===== config.mk =====
export PLATFORM = sky130hd
export DESIGN_NAME = player_position_ctrl
export DESIGN_NICKNAME = d
export VERILOG_FILES = /design/src/rtl/player_position_ctrl.sv
export SDC_FILE = /design/constraint.sdc
export NUM_CORES = 1
export LEC_CHECK = 0
export ABC_AREA = 1
export CAP_MARGIN = 25
export CORE_MARGIN = 1.5
export CORE_UTILIZATION = 57
export DETAILED_ROUTE_END_ITERATION = 12
export PLACE_DENSITY = 0.79
export SLEW_MARGIN = 20
export SYNTH_ARGS = -nofsm -noshare
export SYNTH_HDL_FRONTEND = slang
export SYNTH_SLANG_ARGS = --single-unit

===== constraint.sdc =====
create_clock -name Clock -period 2.4 [get_ports Clock]
set_input_delay 0.24 -clock Clock [delete_from_list [all_inputs] [get_ports Clock]]
set_output_delay 0.24 -clock Clock [all_outputs]
set_load 0.05 [all_outputs]

===== src/rtl/player_position_ctrl.sv =====
// Sprite position controller: synchronizes PS/2 direction flags, queues one step per
// direction and applies queued moves once per frame, clamped to the visible area.
module player_position_ctrl #(
    parameter int H_LIMIT  = 640,
    parameter int V_LIMIT  = 480,
    parameter int SPRITE_W = 16,
    parameter int SPRITE_H = 16,
    parameter int STEP     = 8,
    parameter int START_X  = 312,
    parameter int START_Y  = 232
) (
    input  logic       Clock,
    input  logic       Reset,
    input  logic       Up,
    input  logic       Down,
    input  logic       Left,
    input  logic       Right,
    input  logic       FrameTick,
    output logic [9:0] PosX,
    output logic [9:0] PosY,
    output logic       Moved
);

    typedef enum logic [1:0] {
        IDLE    = 2'd0,
        PENDING = 2'd1,
        APPLY   = 2'd2
    } state_t;

    localparam logic [10:0] STEP_W = 11'(STEP);
    localparam logic [10:0] MAX_X  = 11'(H_LIMIT - SPRITE_W);
    localparam logic [10:0] MAX_Y  = 11'(V_LIMIT - SPRITE_H);

    // Direction vectors are ordered {up, down, left, right}
    logic [3:0] sync1_q, sync1_d;
    logic [3:0] sync2_q, sync2_d;
    logic [3:0] prev_q, prev_d;
    logic [3:0] pend_q, pend_d;
    logic [3:0] cmd_q, cmd_d;
    logic [3:0] edge_w;
    state_t     state_q, state_d;
    logic [9:0] pos_x_q, pos_x_d;
    logic [9:0] pos_y_q, pos_y_d;
    logic       moved_q, moved_d;
    logic [10:0] x_ext, y_ext, nx, ny;

    assign edge_w = sync2_q & ~prev_q;

    always_comb begin
        x_ext = {1'b0, pos_x_q};
        y_ext = {1'b0, pos_y_q};
        nx    = x_ext;
        ny    = y_ext;
        // Opposing directions in one snapshot cancel on that axis
        if (cmd_q[1] && !cmd_q[0]) begin
            nx = (x_ext >= STEP_W) ? x_ext - STEP_W : 11'd0;
        end else if (cmd_q[0] && !cmd_q[1]) begin
            nx = (x_ext + STEP_W > MAX_X) ? MAX_X : x_ext + STEP_W;
        end
        if (cmd_q[3] && !cmd_q[2]) begin
            ny = (y_ext >= STEP_W) ? y_ext - STEP_W : 11'd0;
        end else if (cmd_q[2] && !cmd_q[3]) begin
            ny = (y_ext + STEP_W > MAX_Y) ? MAX_Y : y_ext + STEP_W;
        end
    end

    always_comb begin
        sync1_d = {Up, Down, Left, Right};
        sync2_d = sync1_q;
        prev_d  = sync2_q;
        state_d = state_q;
        pend_d  = pend_q | edge_w;
        cmd_d   = cmd_q;
        pos_x_d = pos_x_q;
        pos_y_d = pos_y_q;
        moved_d = 1'b0;
        case (state_q)
            IDLE: begin
                if (|pend_q) state_d = PENDING;
            end
            PENDING: begin
                if (FrameTick) begin
                    cmd_d   = pend_q;
                    pend_d  = edge_w;
                    state_d = APPLY;
                end
            end
            APPLY: begin
                pos_x_d = nx[9:0];
                pos_y_d = ny[9:0];
                moved_d = (nx[9:0] != pos_x_q) || (ny[9:0] != pos_y_q);
                state_d = (|pend_d) ? PENDING : IDLE;
            end
            default: state_d = IDLE;
        endcase
    end

    always_ff @(posedge Clock or posedge Reset) begin
        if (Reset) begin
            sync1_q <= '0;
            sync2_q <= '0;
            prev_q  <= '0;
            pend_q  <= '0;
            cmd_q   <= '0;
            state_q <= IDLE;
            pos_x_q <= 10'(START_X);
            pos_y_q <= 10'(START_Y);
            moved_q <= 1'b0;
        end else begin
            sync1_q <= sync1_d;
            sync2_q <= sync2_d;
            prev_q  <= prev_d;
            pend_q  <= pend_d;
            cmd_q   <= cmd_d;
            state_q <= state_d;
            pos_x_q <= pos_x_d;
            pos_y_q <= pos_y_d;
            moved_q <= moved_d;
        end
    end

    assign PosX  = pos_x_q;
    assign PosY  = pos_y_q;
    assign Moved = moved_q;

endmodule

# == Word-level counts from Yosys, hierarchy flattened ==
# Cells that the tools add are included.
# word_totals
wordCells,55
out_inout_bits,21
register_bits,43
# classes
eq_ne,6
reduce_logical,14
n_addsub,4
magnitude_cmp,4
n_bitwise,3
muxes,15
# ops
operator,n
10-bit two-way mux,8
"10-bit by 4-bit adder with 11-bit output, second input constant",2
"10-bit by 4-bit >= comparator with 1-bit output, second input constant",2
10-bit inequality test,2
"10-bit by 4-bit subtractor with 10-bit output, second input constant",2
"11-bit by 10-bit greater-than comparator with 1-bit output, second input constant",1
"11-bit by 9-bit greater-than comparator with 1-bit output, second input constant",1
4-bit two-way mux,2
4-bit OR reduction,2
2-bit one-hot mux with 3 select lines,1
4-bit bitwise AND,1
1-bit logical AND,4
1-bit logical NOT,4
2-bit two-way mux,2
"2-bit inequality test, second input constant",2
4-bit inverter,1
4-bit bitwise OR,1
2-bit AND reduction,2
"2-bit by 1-bit == test with 1-bit output, second input constant",1
"2-bit == test, second input constant",1
2-bit logical NOT,1
1-bit two-way mux,2
1-bit logical OR,1

# == Logic depth before layout (Yosys ltp) ==
# depth
ltp_word,8
ltp_mapped,19

# == Worst setup path after synthesis ==
# No wires, ideal clock.
# synth_timing
path_type,reg-to-reg
start,register pos_y_q[4] (netlist: PosY[4])
end,register moved_q (netlist: Moved)
setup_ns,0.131
stages_incl_launch_ff,19
t_arrival_ns,2.232
required_time_ns,2.269
slack_ns,0.037
cell_sequence,dfrtp_1 > buf_2 > inv_1 > ha_1 > inv_1 > nor2_1 > nand3_2 > nor2_2 > nand2_2 > nand2_2 > nand2_1 > nand2_1 > nand2_1 > nand2_1 > nand2_1 > nor2_1 > nand3_1 > nor2_1 > nor2_1
# synth_via
elab_chain_cells,8
# synth_lines
item,line_no,text
"start, declared",43,"logic [9:0] pos_y_q, pos_y_d;"
"start signal, assigned",107,pos_y_q <= 10'(START_Y);
"start signal, assigned",117,pos_y_q <= pos_y_d;
10-bit by 4-bit adder with 11-bit output,63,ny = (y_ext + STEP_W > MAX_Y) ? MAX_Y : y_ext + STEP_W;
11-bit by 9-bit greater-than comparator with 1-bit output,63,
10-bit two-way mux,63,
10-bit two-way mux,62,end else if (cmd_q[2] && !cmd_q[3]) begin
10-bit two-way mux,60,if (cmd_q[3] && !cmd_q[2]) begin
10-bit inequality test (*),91,moved_d = (nx[9:0] != pos_x_q) || (ny[9:0] != pos_y_q);
1-bit logical OR (*),91,
1-bit two-way mux (*),77,case (state_q)
net moved_d,44,"logic moved_q, moved_d;"
"end signal, assigned",118,moved_q <= moved_d;
"end, declared",44,
# The timed path passes the listed nets; every way through them passes the cells marked *.
# A chain may end at the register's enable or synchronous reset.

# == Worst setup path after layout ==
# layout_timing
start,register pos_x_q[4] (netlist: PosX[4])
end,register moved_q (netlist: Moved)
# layout_via
elab_chain_cells,8
# layout_lines
item,line_no,text
"start, declared",42,"logic [9:0] pos_x_q, pos_x_d;"
"start signal, assigned",106,pos_x_q <= 10'(START_X);
"start signal, assigned",116,pos_x_q <= pos_x_d;
10-bit by 4-bit adder with 11-bit output,58,nx = (x_ext + STEP_W > MAX_X) ? MAX_X : x_ext + STEP_W;
11-bit by 10-bit greater-than comparator with 1-bit output,58,
10-bit two-way mux,58,
10-bit two-way mux,57,end else if (cmd_q[0] && !cmd_q[1]) begin
10-bit two-way mux,55,if (cmd_q[1] && !cmd_q[0]) begin
10-bit inequality test (*),91,
1-bit logical OR (*),91,
1-bit two-way mux (*),77,
net moved_d,44,
# Marks and branches as above.

==> flow_summary.yaml <==
run_status:
  status: "completed"
synth:
  syn-cell-area_sq_mm: 0.00280
  synth_area_leaders: "dfrtp_1, nand2_1, dfstp_2"
  yosysTopAreaCell: "dfrtp_1"
  ys_warn_count: 0
  synth.distinct_cells: 33
  synth_nets: 419
  synth_top_area_share_pct: 31.3
  syn_area_per_cell_sq_um: 6.90
  ys_ff_latch: 43
  yosysSeqAreaShare_pct: 38.8
  synth_cells: 406
cells_and_area:
  fin_area_sq_mm: 0.00342
  n_antenna_cell: 0
  drive_gt1_share_pct: 17.2
  finalNetCount: 459
  area_growth_pct: 22.1
grt:
  antenna_found_initial: 0
  globalRouteTotalUtil_pct: 26.7
  grt_overflow: 0
  grt_max_degree: 44
  grt_pass1_wl_um: 11100
  grt_pass1_vias: 2442
timing:
  slew_headroom_pct: 64.3
  max_freq_ghz: 0.441
  finalSetupTns_ns: 0
  tightest_slew_ns: 0.536
  period_needed_ns: 2.27
  finalHoldViolations: 0
  maxSlewViolCount: 0
  rsz0062_at_grt: "yes"
  finalSetupViolCount: 0
  fin_skew_ns: 0.00640
  fin_crit_sh_pct: 94.4
  fin_ws_ns: 0.134
floorplan:
  placementRows: 25
  dieHeight_um: 73.1
  design.core.area_sq_mm: 0.00472
  initial_core_util_pct: 59.3
  die_w_um: 73.1
  io_pins: 28
  die_area_sq_mm: 0.00535
critical_path:
  path_max_fanout: 7
  start_kind: "flop"
  reg2reg_to: "Moved"
  reg2reg_depth: 17
  crit_end: "Moved"
  reg2reg_from: "PosX[4]"
  worstSetupStartpoint: "PosX[4]"
  crit_arrival_ns: 2.45
  critical_path_class: "reg -> reg"
  worstSetupEndpointType: "flop"
  cp.required_ns: 2.58
  rrSetupSlack_ns: 0.13
detailed_routing:
  drt_iter0_drc: 312
  first_pass_iters: 8
  via_per_inst: 5.39
  drtAntennaViolNets: 0
  drc: 0
  finalWirelength_um: 6770
  routedWlPerCell_um: 13.2
  vias: 2770
clock_network:
  cts.htree.levels: 2
  cts_buffers: 5
  clockBufferDepth: 2
  clock-root-buffer: "clkbuf_8"
  clk_pin_slew_worst_paths_ns: 0.09
  hold_buffers: 0
  cts_tree: "done"
  clkLatencyLatePin_ns: 0.30
  cts_sinks: 43
pwr:
  p_int_mw: 2.42
  power_frac_seq_pct: 26.0
  p_switching_mw: 2.54
  p_leak_nw: 1.66
  p_per_area_mw_per_mm2: 1450
  p_sw_share_pct: 51.2
  p_comb_share_pct: 62.4
  vdd_drop_max_v: 0.000755
  p_clk_share_pct: 11.6
placed_design:
  place_hpwl_um: 4910
  routabilityCongestion: 0.954
  placed_cell_area_sq_mm: 0.00311
  io_buffers: 27
  pre_cts_slack_ns: 0.0765
hold_path:
  holdCritPathClass: "reg -> reg"
  min_from: "sync1_q[3]"
job:
  cap_violations: 0
## per-stage QoR
stage	utilization (%)	cells	power, mW	hold WS (ns)
6_report	72.5	514	4.95	0.361
5_1_grt	72.5	514	5.39	0.366
4_1_cts	68.4	503	4.59	0.363
3_5_place_dp	65.9	495	4.00	0.336
3_3_place_gp	65.9	495	3.96	0.333
2_1_floorplan	-	406	3.37	0.271
## cells in the mapped netlist
cell type  number
o221ai_1        1
bufbuf_16       1
dfstp_2         8
nand2_2         7
nor4_1          1
o21ai_1         7
o22ai_1         3
xor2_1          9
a31oi_1         1
nor2_2          3
nor2_4          1
nor2_1         45
nand3_2         2
nor3_1          2
buf_6           1
buf_2           5
nand4_1         4
nand3b_2        1
clkbuf_1        3
o21ai_0        35
inv_1          44
buf_4           1
inv_2           5
nand2_1       124
o211ai_1        1
a21oi_1         7
a22oi_1         1
o21bai_2        1
xnor2_1         1
nand3_1        37
ha_1            6
dfrtp_1        35
clkinv_1        3
## power by group through the flow
stage,clock [mW],combinational (mW),sequential (mW)
4_1_cts,0.587,2.73,1.27
6_report,0.577,3.09,1.29
2_1_floorplan,0,1.88,1.49
3_3_place_gp,0,2.68,1.28
3_5_place_dp,0,2.71,1.28
5_1_grt,0.617,3.44,1.33
## timing repair
item	in CTS	in global routing
setup buffers	0	11
setup endpoints to repair	0	1
gates resized for setup	0	32
## worst min-delay path by stage
stage,to,cells after the start
floorplan,sync1_q[0],0
global placement,prev_d[3],0
detailed placement,prev_d[0],0
CTS,prev_d[3],0
global route,prev_d[3],0
finish,prev_d[3],0
## sequential cells by signal (all words and copies together) (netlist names)
register,flops
PosX,10
prev_q,4
pend_q,4
PosY,10
state_q,2
prev_d,4
cmd_q,4
Moved,1
sync1_q,4
## cell type report
| type | count | area (sq um) |
|---|---|---|
| timing repair buffer | 44 | 402 |
| multi-input combinational | 300 | 1540 |
| inverter | 52 | 198 |
| clock inverter | 3 | 47.5 |
| fill | 407 | 1300 |
| sequential | 43 | 1090 |
| tap | 67 | 83.8 |
| clock buffer | 5 | 68.8 |
## layout by cell type (no fill, tap or decap), types with 2 or more instances in the layout
cell,count
inv_1,41
nand2_2,13
nand2_1,117
nand3_2,4
ha_4,4
clkinv_1,3
nand3_1,35
buf_4,16
clkdlybuf4s50_1,27
nand4_1,4
nor2_1,40
o21ai_0,32
inv_2,7
o21ai_1,10
nor3_1,2
a21oi_1,6
nor2_2,8
o22ai_1,3
dfrtp_1,34
dfstp_2,8
clkbuf_8,5
xor2_1,9
## routing by layer
layer / part of all wire [%] / wire length, um / global-route usage (%) / vias up
li1: - / - / - / 1367
met1: 44 / 2970 / 36.9 / 1265
met4: 2.0 / 134 / 9.22 / 0
met3: 6.8 / 462 / 4.01 / 12
met2: 47 / 3210 / 42.6 / 126
met5: 0 / 0 / 0 / -
## critical path, cell delays in order (launching register included)
cell and delay (ns):
dfstp_2 0.64, inv_4 0.07, ha_4 0.27, nand3_2 0.07, nor2_2 0.09, nand2_1 0.08
nand3_1 0.07, nand2_1 0.06, nand2_2 0.09, nand2_4 0.08, nand2_1 0.08, nand2_1 0.06
nand2_1 0.06, nand2_1 0.05, nor2_1 0.12, nand3_1 0.09, nor2_1 0.10, nor2_1 0.05
## logic make-up after synthesis
| kind of cell | after synthesis | share of synthesized area [%] |
|---|---|---|
| buffers and inverters | 63 | 10.1 |
| flip-flops | 43 | 38.7 |
| AO/OA/AOI/OAI | 57 | 10.9 |
| XOR/XNOR | 10 | 3.13 |
| AND/OR/NAND/NOR | 227 | 34.5 |
| adder cells (fa/ha/maj) | 6 | 2.68 |
No activity file was read; power rests on OpenSTA's default activity.
